`src/rtl/vga_timing_prog.sv`:
```
// vga_timing_prog: raster timing generator whose timing is set at runtime.
//
// Timing fields and sync polarity are written into a shadow set over a simple
// config port. The shadow set is copied to the active set only on the frame
// wrap cycle that follows a COMMIT write, so a frame is never drawn with a
// mix of old and new timing.
//
// Ports:
//   dot_clk      pixel clock, rising edge
//   reset        asynchronous, active-high
//   cfg_we       config write strobe
//   cfg_addr     0..7 timing fields, 8 POL, 9 RASTER, 15 COMMIT
//   cfg_wdata    write data (LSBs used for narrower fields)
//   cfg_pending  COMMIT written, not yet applied
//   column/line  raster position
//   visible      inside the active picture
//   hsync/vsync  syncs, polarity from active POL
//   line_start   column==0
//   frame_start  column==0 and line==0
//   raster_irq   column==0 and line==RASTER
module vga_timing_prog #(
    parameter int         COL_WIDTH     = 11,
    parameter int         ROW_WIDTH     = 10,
    parameter int         DEF_H_VISIBLE = 640,
    parameter int         DEF_H_FRONT   = 16,
    parameter int         DEF_H_SYNC    = 64,
    parameter int         DEF_H_BACK    = 120,
    parameter int         DEF_V_VISIBLE = 480,
    parameter int         DEF_V_FRONT   = 1,
    parameter int         DEF_V_SYNC    = 3,
    parameter int         DEF_V_BACK    = 16,
    parameter logic [1:0] DEF_POL       = 2'b00,
    parameter int         DEF_RASTER    = 0
) (
    input  logic                 dot_clk,
    input  logic                 reset,
    input  logic                 cfg_we,
    input  logic [3:0]           cfg_addr,
    input  logic [((COL_WIDTH > ROW_WIDTH) ? COL_WIDTH : ROW_WIDTH)-1:0] cfg_wdata,
    output logic                 cfg_pending,
    output logic [COL_WIDTH-1:0] column,
    output logic [ROW_WIDTH-1:0] line,
    output logic                 visible,
    output logic                 hsync,
    output logic                 vsync,
    output logic                 line_start,
    output logic                 frame_start,
    output logic                 raster_irq
);
    localparam int CW = COL_WIDTH;
    localparam int RW = ROW_WIDTH;

    typedef struct packed {
        logic [CW-1:0] hvis;
        logic [CW-1:0] hfp;
        logic [CW-1:0] hsw;
        logic [CW-1:0] hbp;
        logic [RW-1:0] vvis;
        logic [RW-1:0] vfp;
        logic [RW-1:0] vsw;
        logic [RW-1:0] vbp;
        logic [1:0]    pol;
        logic [RW-1:0] raster;
    } tset_t;

    localparam tset_t DEF_SET = '{
        hvis:   CW'(DEF_H_VISIBLE),
        hfp:    CW'(DEF_H_FRONT),
        hsw:    CW'(DEF_H_SYNC),
        hbp:    CW'(DEF_H_BACK),
        vvis:   RW'(DEF_V_VISIBLE),
        vfp:    RW'(DEF_V_FRONT),
        vsw:    RW'(DEF_V_SYNC),
        vbp:    RW'(DEF_V_BACK),
        pol:    DEF_POL,
        raster: RW'(DEF_RASTER)
    };

    tset_t act, shd, nxt_set;

    // ---------------- shadow register writes ----------------
    logic [CW-1:0] fld_h;
    logic [RW-1:0] fld_v;
    logic          commit_wr;

    // Timing fields never hold 0: a zero write is stored as 1.
    assign fld_h     = (cfg_wdata[CW-1:0] == '0) ? CW'(1) : cfg_wdata[CW-1:0];
    assign fld_v     = (cfg_wdata[RW-1:0] == '0) ? RW'(1) : cfg_wdata[RW-1:0];
    assign commit_wr = cfg_we && (cfg_addr == 4'hF);

    always_ff @(posedge dot_clk or posedge reset) begin
        if (reset) begin
            shd <= DEF_SET;
        end else if (cfg_we) begin
            case (cfg_addr)
                4'd0: shd.hvis   <= fld_h;
                4'd1: shd.hfp    <= fld_h;
                4'd2: shd.hsw    <= fld_h;
                4'd3: shd.hbp    <= fld_h;
                4'd4: shd.vvis   <= fld_v;
                4'd5: shd.vfp    <= fld_v;
                4'd6: shd.vsw    <= fld_v;
                4'd7: shd.vbp    <= fld_v;
                4'd8: shd.pol    <= cfg_wdata[1:0];
                4'd9: shd.raster <= cfg_wdata[RW-1:0];
                default: ;
            endcase
        end
    end

    // ---------------- counters and next-cycle outputs ----------------
    logic [CW+1:0] htot, hs_lo, hs_hi;
    logic [RW+1:0] vtot, vs_lo, vs_hi;
    logic          col_last, line_last, commit_now;
    logic [CW-1:0] nxt_col;
    logic [RW-1:0] nxt_line;

    assign htot = {2'b00, act.hvis} + {2'b00, act.hfp} + {2'b00, act.hsw} + {2'b00, act.hbp};
    assign vtot = {2'b00, act.vvis} + {2'b00, act.vfp} + {2'b00, act.vsw} + {2'b00, act.vbp};

    assign col_last   = ({2'b00, column} == htot - (CW+2)'(1));
    assign line_last  = ({2'b00, line} == vtot - (RW+2)'(1));
    assign commit_now = col_last && line_last && cfg_pending;

    // Outputs are computed from the next position and the set that will be
    // active then, so a committed mode is already in force at column 0/line 0.
    assign nxt_set  = commit_now ? shd : act;
    assign nxt_col  = col_last ? '0 : column + CW'(1);
    assign nxt_line = col_last ? (line_last ? '0 : line + RW'(1)) : line;

    assign hs_lo = {2'b00, nxt_set.hvis} + {2'b00, nxt_set.hfp};
    assign hs_hi = hs_lo + {2'b00, nxt_set.hsw};
    assign vs_lo = {2'b00, nxt_set.vvis} + {2'b00, nxt_set.vfp};
    assign vs_hi = vs_lo + {2'b00, nxt_set.vsw};

    logic hs_on, vs_on, col0_n;
    assign hs_on  = ({2'b00, nxt_col} >= hs_lo) && ({2'b00, nxt_col} < hs_hi);
    assign vs_on  = ({2'b00, nxt_line} >= vs_lo) && ({2'b00, nxt_line} < vs_hi);
    assign col0_n = (nxt_col == '0);

    always_ff @(posedge dot_clk or posedge reset) begin
        if (reset) begin
            act         <= DEF_SET;
            cfg_pending <= 1'b0;
            column      <= '0;
            line        <= '0;
            visible     <= 1'b1;
            hsync       <= ~DEF_POL[0];
            vsync       <= ~DEF_POL[1];
            line_start  <= 1'b1;
            frame_start <= 1'b1;
            raster_irq  <= (DEF_RASTER == 0);
        end else begin
            act         <= nxt_set;
            // A COMMIT landing on the wrap cycle re-arms for the next wrap.
            cfg_pending <= commit_wr ? 1'b1 : (commit_now ? 1'b0 : cfg_pending);
            column      <= nxt_col;
            line        <= nxt_line;
            visible     <= (nxt_col < nxt_set.hvis) && (nxt_line < nxt_set.vvis);
            hsync       <= hs_on ? nxt_set.pol[0] : ~nxt_set.pol[0];
            vsync       <= vs_on ? nxt_set.pol[1] : ~nxt_set.pol[1];
            line_start  <= col0_n;
            frame_start <= col0_n && (nxt_line == '0);
            raster_irq  <= col0_n && (nxt_line == nxt_set.raster);
        end
    end
endmodule

```
`config.mk`:
```
export PLATFORM = sky130hd
export DESIGN_NAME = vga_timing_prog
export DESIGN_NICKNAME = d
export VERILOG_FILES = /design/src/rtl/vga_timing_prog.sv
export SDC_FILE = /design/constraint.sdc
export NUM_CORES = 1
export LEC_CHECK = 0
export ABC_AREA = 1
export ABC_CLOCK_PERIOD_IN_PS = 10700
export CAP_MARGIN = 10
export CORE_MARGIN = 4
export CORE_UTILIZATION = 46
export DETAILED_ROUTE_END_ITERATION = 12
export PLACE_DENSITY = 0.75
export SETUP_SLACK_MARGIN = 0.05
export SYNTH_ARGS = -nofsm -noshare
export SYNTH_HDL_FRONTEND = slang
export SYNTH_SLANG_ARGS = --single-unit
```
`constraint.sdc`:
```
create_clock -name dot_clk -period 10.7 [get_ports dot_clk]
set_clock_uncertainty 0.2 [all_clocks]
set_input_delay 1.605 -clock dot_clk [delete_from_list [all_inputs] [get_ports dot_clk]]
set_output_delay 1.605 -clock dot_clk [all_outputs]
set_load 0.01 [all_outputs]
```
# --- After elaboration in Yosys (flattened, before gate mapping) ---
# Cells that the tools add are included.
word_totals:
  reg_bits: 220
  out_inout_bits: 28
  word_cells: 98
  input_bits: 18
op_classes:
  n_reduce_logical: 24
  mux: 10
  bitwise: 2
  n_lt_le_gt_ge: 6
  n_eq_ne: 13
  add_sub_neg: 14
op_table:
  columns: ["op", "count"]
  rows:
  - ["96-bit 2-to-1 mux", 1]
  - ["10-bit 2-to-1 mux", 3]
  - ["12-bit by 11-bit adder with 13-bit output", 2]
  - ["11-bit by 10-bit adder with 12-bit output", 2]
  - ["11-bit by 11-bit adder with 12-bit output", 2]
  - ["10-bit by 10-bit adder with 11-bit output", 2]
  - ["11-bit logical NOT", 2]
  - ["11-bit 2-to-1 mux", 2]
  - ["10-bit logical NOT", 2]
  - ["2-bit AND reduction", 10]
  - ["4-bit by 3-bit equality test with 1-bit output, second input constant", 4]
  - ["13-bit by 11-bit adder with 13-bit output", 1]
  - ["11-bit by 13-bit equality test with 1-bit output", 1]
  - ["11-bit by 13-bit less-than comparator with 1-bit output", 1]
  - ["13-bit by 1-bit subtractor with 13-bit output, second input constant", 1]
  - ["12-bit by 10-bit adder with 12-bit output", 1]
  - ["10-bit by 12-bit equality test with 1-bit output", 1]
  - ["4-bit equality test, second input constant", 3]
  - ["11-bit by 12-bit >= comparator with 1-bit output", 1]
  - ["10-bit by 12-bit less-than comparator with 1-bit output", 1]
  - ["12-bit by 1-bit subtractor with 12-bit output, second input constant", 1]
  - ["11-bit by 1-bit adder with 11-bit output, second input constant", 1]
  - ["10-bit by 11-bit >= comparator with 1-bit output", 1]
  - ["11-bit less-than comparator", 1]
  - ["10 further kinds", 22]

# --- Depth between registers and ports, before layout ---
# Gate-level depths: netlist of the first run.
logic_depth:
  word_depth: 13
  depth_mapped: 54
  ltp_nobuf: 53

# --- Worst setup path before layout of the first run ---
# Ideal clock, no wire load.
synth_path:
  kind: "register to register"
  from: "register act[23] in the netlist's numbering"
  to: "register vsync"
  t_arrival_ns: 7.393
  path_buffers: 4
  required_ns: 10.439
  period_less_slack_ns: 7.653
  setup_time_ns: 0.061
  slack_ns: 3.047
  stages_incl_launch_ff: 48
  cell_sequence: "dfstp_2 -> inv_1 -> ha_1 -> inv_1 -> fa_1 -> inv_1 -> fa_1 -> inv_1 -> ha_1 -> fa_1 -> or2_1 -> nand3_1 -> nand2_1 -> nor2_1 -> nand3_1 -> nor2_1 -> nand2_1 -> nor2_2 -> [12 not listed] -> a21o_1 -> a21oi_1 -> or2_2 -> nand2_1 -> inv_1 -> ha_1 -> inv_1 -> o311ai_0 -> nand2_1 -> a21boi_0 -> nand3_1 -> a21oi_1 -> nand3_1 -> o21ai_0 -> inv_1 -> nand3_1 -> nand2_1 -> nand2_1"
synth_lines:
  columns: ["element", "line", "rtl"]
  rows:
  - ["start: declaration", "79", "tset_t act, shd, nxt_set;"]
  - ["start signal: assignment", "154", "act <= nxt_set;"]
  - ["end signal: assignment", "149", "vsync <= ~DEF_POL[1];"]
  - ["end signal: assignment", "161", "vsync <= vs_on ? nxt_set.pol[1] : ~nxt_set.pol[1];"]
  - ["end: declaration", "45", "output logic vsync,"]

==> results of run 1 <==
## routing by layer
metal	vias to the layer above	GRT usage	wire length (um)
met1	5997	0.294	17000
met2	348	0.359	18100
met3	89	0.0360	2340
li1	6051	-	-
met5	-	0	0
met4	0	0.0656	1300
## synthesized netlist by cell type, types with 2 or more instances
cell	number	share of area
dfrtp_1	182	0.30
a21o_1	3	0.0015
ha_1	153	0.13
a21oi_1	58	0.019
nand4_1	34	0.014
dfstp_2	38	0.066
clkinv_1	4	0.0010
o211ai_1	3	0.0015
a211oi_1	5	0.0025
a31oi_1	3	0.0012
inv_1	309	0.077
nor3_1	19	0.0063
nor2_4	2	0.0015
nand2_2	15	0.0062
o21bai_1	7	0.0035
a31o_2	2	0.0012
nand3b_1	4	0.0020
nor3b_1	2	0.0010
nor2_1	78	0.019
or2_1	2	0.00083
buf_4	3	0.0015
a21boi_0	4	0.0020
buf_6	4	0.0030
o221ai_1	2	0.0012
nand2_1	490	0.12
clkbuf_1	24	0.0060
inv_2	7	0.0017
or2_2	18	0.0075
xor2_1	32	0.019
a221oi_1	2	0.0012
nand3_4	2	0.0023
nor2_2	6	0.0025
o21ai_1	5	0.0017
nor4_1	5	0.0021
a211o_1	2	0.0012
nand3_1	76	0.025
fa_1	43	0.057
buf_2	11	0.0037
xnor2_1	20	0.012
o21ai_0	182	0.060
## through the flow
step	hold WS, ns	power [mW]	instance area, sq um
floorplan	0.245	1.03	15100
global placement	0.259	1.07	15900
detailed placement	0.268	1.08	15900
CTS	0.283	1.94	16700
global route	0.306	2.00	16700
finish	0.280	1.93	16700
## sequential cells by signal, indices dropped and copies added (netlist names)
name and count:
visible 1, cfg_pending 1, act 96, column 11, shd 96, vsync 1
line_start 1, hsync 1, raster_irq 1, frame_start 1, line 10
## placed cells by master (no fill, tap or decap), drive strengths merged, types with 3 or more instances in the layout
cell             n
nand2          506
inv            318
o21ai          188
dfrtp          182
ha             153
nor2            87
nand3           79
a21oi           58
clkdlybuf4s50   45
fa              43
dfstp           38
nand4           35
xor2            33
clkbuf          31
or2             21
xnor2           20
nor3            20
clkinv          11
o21bai           7
buf              6
nor4             5
a211oi           5
nand3b           4
a21boi           4
a21o             3
a31oi            3
o211ai           3
clkinvlp         3
a31o             3
## power by group through the flow
stage	registers, mW	logic (mW)	clock network [mW]
after floorplan	0.959	0.0747	0
after global placement	0.967	0.104	0
after detailed placement	0.970	0.110	0
after CTS	0.957	0.110	0.873
after global routing	0.966	0.129	0.909
final	0.958	0.108	0.867
## critical path, delay by kind of cell (launching register included)
family	cells	cell delay, ns
adders and majority gates	7	2.56
and+or+nand+nor	16	2.43
AOI/OAI and AO/OA	10	2.21
buffers and inverters	7	1.36
DFF	1	0.36
xor gates and xnor gates	1	0.17
## logic make-up (layout without fill, tap and decap cells)
group                    count (synthesis)  count (layout)  synth area share
AO/OA/AOI/OAI                          284             284             0.102
XOR/XNOR                                54              54            0.0328
adder cells (fa/ha/maj)                196             196             0.184
buffers and inverters                  363             416            0.0943
flip-flops                             220             220             0.369
AND/OR/NAND/NOR                        759             759             0.218
## final cells by class
| class | count | area, sq um | area share |
|---|---|---|---|
| Multi-Input combinational cell | 1293 | 8080 | 0.484 |
| Sequential cell | 220 | 5550 | 0.332 |
| Inverter | 321 | 1210 | 0.0727 |
| Clock buffer | 31 | 687 | 0.0411 |
| Tap cell | 435 | 544 | 0.0326 |
| Timing Repair Buffer | 51 | 495 | 0.0296 |
| Clock inverter | 13 | 138 | 0.00823 |
## worst max-delay path by stage
stage	slack, ns	from	to
after floorplan	2.94	reset	act[0]
after global placement	1.82	act[23]	vsync
after global routing	0.51	act[64]	vsync
after detailed placement	1.41	act[23]	vsync
final	1.27	act[53]	vsync
after CTS	1.34	act[53]	vsync
==> flow_metrics.tcl, run 1 <==
set metrics [dict create \
    p_seq_frac 0.496 \
    ir_worst_vdd_mv 0.106 \
    synth_cell_types 55 \
    min_delay_path_depth 2 \
    slew_violations 0 \
    fmax_ghz 0.106 \
    postCtsSetupBuffers 0 \
    finalCriticalPeriod_ns 9.43 \
    p_switching_mw 0.474 \
    min-delay-start "shd[6]" \
    hold_violations 0 \
    switching_share 0.245 \
    postLayoutCoreUtil 0.523 \
    first_pass_iters 5 \
    antenna_found_initial 0 \
    worst_slew_pin_slew_ns 1.13 \
    drt_iter0_markers 902 \
    io_buffers 45 \
    start_kind "flip-flop" \
    grt_pass1_wl_mm 63.3 \
    cts_tree "yes" \
    min_path_type "flip-flop to flip-flop" \
    holdBufCountCts 0 \
    ant_nets 0 \
    grt_pass1_vias 12300 \
    nets 2125 \
    n_antenna_cell 0 \
    leakage_nw 8.57 \
    powerDensity_mw_per_mm2 116 \
    setup_ws_ns 1.27 \
    post-place-ws_ns 1.41 \
    worstPathRequired_ns 10.98 \
    async_flop_share 1.00 \
    cp.arrival_ns 9.71 \
    die_area_sq_mm 0.0357 \
    grt_setup_unrepaired "false" \
    fillers 2971 \
    root_buffer "clkbuf_16" \
    path_class "flip-flop to flip-flop" \
    regToRegStartpoint "act[53]" \
    routedWlPerCell_um 16.4 \
    chipHeight_um 189 \
    core.rowCount 65 \
    viasPerCell 5.28 \
    drc 0 \
    syn_area_per_cell_sq_um 8.03 \
    synth_seq_cells 220 \
    placed_cells 2320 \
    clock_latency_ns 0.54 \
    crit_slowest_cell "inv_4" \
    grt.total_usage 0.217 \
    cts_made_buffers 24 \
    synth_edf_count 0 \
    maxCapViolCount 0 \
    syn-num-nets 2090 \
    rrSetupSlack_ns 1.27 \
    ios 46 \
    min_to "shd[6]" \
    cp_max_fo 91 \
    fin_crit_sh 0.881 \
    drive_above_1_share 0.0772 \
    hpwl_mm 29.8 \
    netlist_area_sq_mm 0.0151 \
    yosys_warnings 0 \
    cts_resized 0 \
    gp_congestion 0.952 \
    endpoint_kind "flip-flop" \
    clk_pin_slew_ns 0.06 \
    combPwrFrac 0.056 \
    grt_max_degree 92 \
    outcome "finished clean" \
    core_sq_mm 0.0320 \
    synth_seq_area_share 0.369 \
    stdcell_count 2364 \
    synth_cells 1876 \
    wirelength_mm 38.8 \
    cell_internal_pwr_mw 1.46 \
    route.vias.total 12500 \
    finalSetupTns_ns 0 \
    clock_sinks 220 \
    max_stage_delay_ns 0.86 \
    pwr-share-clk 0.448 \
    relSlewSlack 0.245 \
    htreeDepth 1 \
    syn_to_final_growth_pct 11.0 \
    r2r_end "vsync" \
    overflow 0 \
    setup_violations 0 \
    reg2regPathDepth 41 \
    synthFlopType "dfrtp_1" \
    die_w_um 189 \
    initial_utilization 0.471 \
    cts.path.max_buffers 3 \
]
Note: power is estimated with default switching activity, not from simulation.
==> run 2, diff against run 1 <==
--- a/config.mk
+++ b/config.mk
@@ -8,6 +8,7 @@
 export ABC_AREA = 1
 export ABC_CLOCK_PERIOD_IN_PS = 10700
 export CAP_MARGIN = 10
+export CORE_ASPECT_RATIO = 1.1
 export CORE_MARGIN = 4
 export CORE_UTILIZATION = 46
 export DETAILED_ROUTE_END_ITERATION = 12
==> flow_metrics.tcl, run 2 (same netlist as run 1, synthesis figures left out) <==
set metrics [dict create \
    outcome "finished clean" \
    die_w_um 181 \
    first_pass_iters 5 \
    cts.path.max_buffers 3 \
    max_stage_delay_ns 0.58 \
    switching_share 0.241 \
    cts_resized 0 \
    viasPerCell 5.23 \
    grt.total_usage 0.215 \
    overflow 0 \
    gp_congestion 0.916 \
    die_area_sq_mm 0.0357 \
    cpMostUsedCell "inv_1" \
    ir_worst_vdd_mv 0.0940 \
    start_kind "flip-flop" \
    drive_above_1_share 0.0752 \
    min_path_type "flip-flop to flip-flop" \
    met2_length_mm 18.4 \
    clock_sinks 220 \
    cts_tree "yes" \
    ios 46 \
    pwr-share-clk 0.445 \
    initial_utilization 0.466 \
    clk_pin_slew_ns 0.07 \
    cp_max_fo 45 \
    min_to "act[19]" \
    fillers 2978 \
    htreeDepth 1 \
    endpoint_kind "flip-flop" \
    core_sq_mm 0.0323 \
    r2r_end "vsync" \
    path_class "flip-flop to flip-flop" \
    chipHeight_um 198 \
    regToRegStartpoint "act[23]" \
    placed_cells 2311 \
    cts_made_buffers 25 \
    nets 2126 \
    layout_common_cells "490 x nand2_1, 308 x inv_1, 182 x o21ai_0, 182 x dfrtp_1, 153 x ha_1" \
    worst_slew_pin_slew_ns 1.01 \
    reg2regPathDepth 46 \
    setup_ws_ns 1.82 \
    drt-met1-wl_mm 16.3 \
    leakage_nw 8.56 \
    post-place-ws_ns 1.95 \
    finalCriticalPeriod_ns 8.88 \
    fin_crit_sh 0.830 \
    postCtsSetupBuffers 0 \
    cp.arrival_ns 9.14 \
    ant_nets 0 \
    powerDensity_mw_per_mm2 115 \
    p_switching_mw 0.463 \
    routedWlPerCell_um 16.2 \
    wirelength_mm 38.1 \
    setup_violations 0 \
    final_common_cell "nand2_1" \
    holdBufCountCts 0 \
    whs_ns 0.282 \
    wl_met3_mm 2.12 \
    drt_iter0_markers 785 \
    hold_violations 0 \
    highest_layer "met4" \
    drc 0 \
    slew_violations 0 \
    grt_setup_unrepaired "false" \
    startpoint "act[23]" \
    route.vias.total 12300 \
    grt_pass1_vias 12500 \
    relSlewSlack 0.326 \
    combPwrFrac 0.057 \
    min_delay_path_depth 2 \
    grt_max_degree 99 \
    rrSetupSlack_ns 1.82 \
    largestRegisters "act (96), shd (96), column (11)" \
    stdcell_count 2356 \
    antenna_found_initial 0 \
    clock_latency_ns 0.53 \
    crit_slowest_cell "o311ai_0" \
    worstPathRequired_ns 10.96 \
    grt_pass1_wl_mm 63.0 \
    cell_internal_pwr_mw 1.46 \
    min-delay-start "shd[19]" \
    io_buffers 45 \
    hpwl_mm 29.4 \
    fmax_ghz 0.113 \
    root_buffer "clkbuf_16" \
    core.rowCount 69 \
    syn_to_final_growth_pct 10.9 \
    p_seq_frac 0.498 \
    finalSetupTns_ns 0 \
    maxCapViolCount 0 \
    total_power_mw 1.92 \
]
==> run 2: changes by cell type in the layout (fill, tap and decap cells not counted), sizes merged <==
cell and delta:
clkinvlp -1, clkinv -1, clkbuf +3, diode +1, inv -1
==> run 2: routing by layer <==
metal / GRT usage / vias up
met3: 0.0318 / 80
met4: 0.0776 / 0
met5: 0 / -
li1: - / 6062
met1: 0.278 / 5879
met2: 0.371 / 297
==> run 2: final cells by class <==
class | count | area, sq um | share of cell area
Timing Repair Buffer | 51 | 495 | 0.0297
Tap cell | 426 | 533 | 0.0319
Inverter | 321 | 1210 | 0.0728
Multi-Input combinational cell | 1293 | 8080 | 0.484
Antenna cell | 1 | 2.50 | 0.000150
Sequential cell | 220 | 5550 | 0.333
Clock inverter | 10 | 113 | 0.00675
Clock buffer | 34 | 699 | 0.0419
==> run 2: critical path, delay by kind of cell, from the launching register on <==
kind	cells	cell delay (ns)
compound gates	9	1.78
flops	1	0.53
fa+ha+maj	7	2.65
simple gates	20	2.47
buf+inv	10	1.15
==> run 2: power by group through the flow <==
| stage | registers [mW] | logic [mW] | clock network (mW) |
|---|---|---|---|
| global placement | 0.967 | 0.102 | 0 |
| CTS | 0.957 | 0.110 | 0.867 |
| global route | 0.965 | 0.129 | 0.909 |
| finish | 0.958 | 0.109 | 0.857 |
| floorplan | 0.959 | 0.0747 | 0 |
| detailed placement | 0.970 | 0.110 | 0 |
==> run 2: worst max path at each step <==
stage                  end  slack, ns  depth (start not counted)
finish               vsync       1.82                         46
floorplan           act[0]       2.94                          1
CTS                  vsync       1.91                         46
detailed placement   vsync       1.95                         46
global placement     vsync       2.18                         46
global route         vsync       1.10                         44
==> run 2: per-stage QoR <==
step / area, sq um / util
floorplan: 15100 / -
global placement: 15900 / 0.492
detailed placement: 15900 / 0.492
CTS: 16700 / 0.517
global route: 16700 / 0.517
finish: 16700 / 0.517
==> run 3, diff against run 2 <==
--- a/config.mk
+++ b/config.mk
@@ -6,7 +6,7 @@
 export NUM_CORES = 1
 export LEC_CHECK = 0
 export ABC_AREA = 1
-export ABC_CLOCK_PERIOD_IN_PS = 10700
+export ABC_CLOCK_PERIOD_IN_PS = 8900
 export CAP_MARGIN = 10
 export CORE_ASPECT_RATIO = 1.1
 export CORE_MARGIN = 4
==> constraint.sdc (replaced) <==
create_clock -name dot_clk -period 8.9 [get_ports dot_clk]
set_clock_uncertainty 0.2 [all_clocks]
set_input_delay 1.335 -clock dot_clk [delete_from_list [all_inputs] [get_ports dot_clk]]
set_output_delay 1.335 -clock dot_clk [all_outputs]
set_load 0.01 [all_outputs]
==> flow_metrics.tcl, run 3 (same netlist as run 1, synthesis figures left out) <==
set metrics [dict create \
    io_buffers 45 \
    ir_worst_vdd_mv 0.165 \
    nets 2131 \
    core_sq_mm 0.0323 \
    cp_max_fo 10 \
    syn_to_final_growth_pct 11.6 \
    finalSetupTns_ns 0 \
    route.vias.total 12500 \
    regToRegStartpoint "act[23]" \
    grt_setup_unrepaired "false" \
    combPwrFrac 0.056 \
    cts.path.max_buffers 3 \
    viasPerCell 5.28 \
    rrSetupSlack_ns 0.70 \
    min-delay-start "shd[55]" \
    path_class "flip-flop to flip-flop" \
    grt.total_usage 0.216 \
    relSlewSlack 0.323 \
    gp_congestion 0.933 \
    layout_common_cells "490 x nand2_1, 308 x inv_1, 182 x o21ai_0, 182 x dfrtp_1, 153 x ha_1" \
    drive_above_1_share 0.0775 \
    slew_violations 0 \
    grtUsageMet1 0.279 \
    first_pass_iters 5 \
    grt_pass1_vias 12500 \
    final_cell_area_sq_mm 0.0168 \
    ant_nets 0 \
    clk_pin_slew_ns 0.07 \
    wirelength_mm 38.9 \
    worst_slew_pin_slew_ns 1.01 \
    min_delay_path_depth 2 \
    busiest_layer "met2" \
    fillers 2988 \
    largestRegisters "act (96), shd (96), column (11)" \
    outcome "finished clean" \
    die_w_um 181 \
    start_kind "flip-flop" \
    die_area_sq_mm 0.0357 \
    crit_slowest_cell "dfstp_2" \
    htreeDepth 1 \
    endpoint_kind "flip-flop" \
    setup_violations 0 \
    cpMostUsedCell "inv_1" \
    cts_tree "yes" \
    grt_pass1_wl_mm 63.0 \
    dpl-instance-area_sq_mm 0.0159 \
    cell_internal_pwr_mw 1.79 \
    ios 46 \
    routedWlPerCell_um 16.5 \
    holdBufCountCts 0 \
    clock_latency_ns 0.53 \
    antenna_found_initial 0 \
    grt_use_met3 0.0268 \
    finalCriticalPeriod_ns 8.20 \
    clock_sinks 220 \
    cp.arrival_ns 8.46 \
    maxCapViolCount 0 \
    cts_made_buffers 24 \
    chipHeight_um 198 \
    n_antenna_cell 0 \
    r2r_end "vsync" \
    max_stage_delay_ns 0.53 \
    final_common_cell "nand2_1" \
    p_seq_frac 0.494 \
    root_buffer "clkbuf_16" \
    switching_share 0.234 \
    drt_iter0_markers 882 \
    powerDensity_mw_per_mm2 139 \
    total_power_mw 2.33 \
    pwr-share-clk 0.450 \
    core.rowCount 69 \
    initial_utilization 0.466 \
    drc 0 \
    grtUsageMet2 0.372 \
    hold_violations 0 \
    fin_crit_sh 0.921 \
    min_to "act[55]" \
    grt_max_degree 127 \
    worstPathRequired_ns 9.16 \
    leakage_nw 8.61 \
    reg2regPathDepth 44 \
    hpwl_mm 29.8 \
    fmax_ghz 0.122 \
    overflow 0 \
    min_path_type "flip-flop to flip-flop" \
    p_switching_mw 0.545 \
    whs_ns 0.274 \
]
[run 3: changes by cell type in the layout (fill, tap and decap cells not counted), sizes merged]
cell / delta
buf: +5
clkbuf: +5
clkinv: -4
clkinvlp: -1
diode: -1
nand3: +1
[run 3: layout make-up]
class                   instances  area [sq um]  area share
well taps                     426           533      0.0317
clock buffers                  39           758      0.0451
repair buffers                 56           549      0.0327
clock inverters                 5          81.3     0.00484
multi-input cells            1294          8100       0.482
inverters                     321          1220      0.0729
flip-flops and latches        220          5550       0.331
[run 3: worst max path at each step]
stage          startpoint     to  slack [ns]  cells after the start
6_report          act[23]  vsync        0.70                     44
5_1_grt           act[23]  vsync        0.06                     44
4_1_cts           act[23]  vsync        0.55                     44
3_5_place_dp      act[23]  vsync        0.60                     44
3_3_place_gp      act[23]  vsync        0.84                     43
2_1_floorplan     act[23]  vsync        1.25                     47
[run 3: metal layers]
metal,up-vias,part of all wire
met5,-,0
met4,0,0.044
met3,87,0.053
met2,352,0.47
met1,5940,0.43
li1,6077,-
[run 3: power groups by stage]
stage               Combinational, mW  Sequential, mW  Clock (mW)
CTS                             0.131            1.15        1.06
global route                    0.153            1.16        1.10
detailed placement              0.130            1.17           0
global placement                0.123            1.16           0
floorplan                      0.0898            1.15           0
finish                          0.130            1.15        1.05
[run 3: repair_timing]
action	CTS	global route
setup buffers	0	2
gates resized for setup	0	6
endpoints found under the setup margin	0	2
[run 3: metrics by stage]
step	cells	utilization	setup WS (ns)
after floorplan	1876	-	1.25
after global placement	2314	0.493	0.840
after detailed placement	2314	0.493	0.601
after CTS	2358	0.519	0.552
after global routing	2361	0.520	0.0551
final	2361	0.520	0.704
[run 3: critical path: cells and delay by family, from the launching register on]
family	cells	cell delay [ns]
buf+inv	8	0.50
compound gates	9	1.57
fa+ha+maj	7	2.67
simple gates	20	2.68
flops	1	0.53
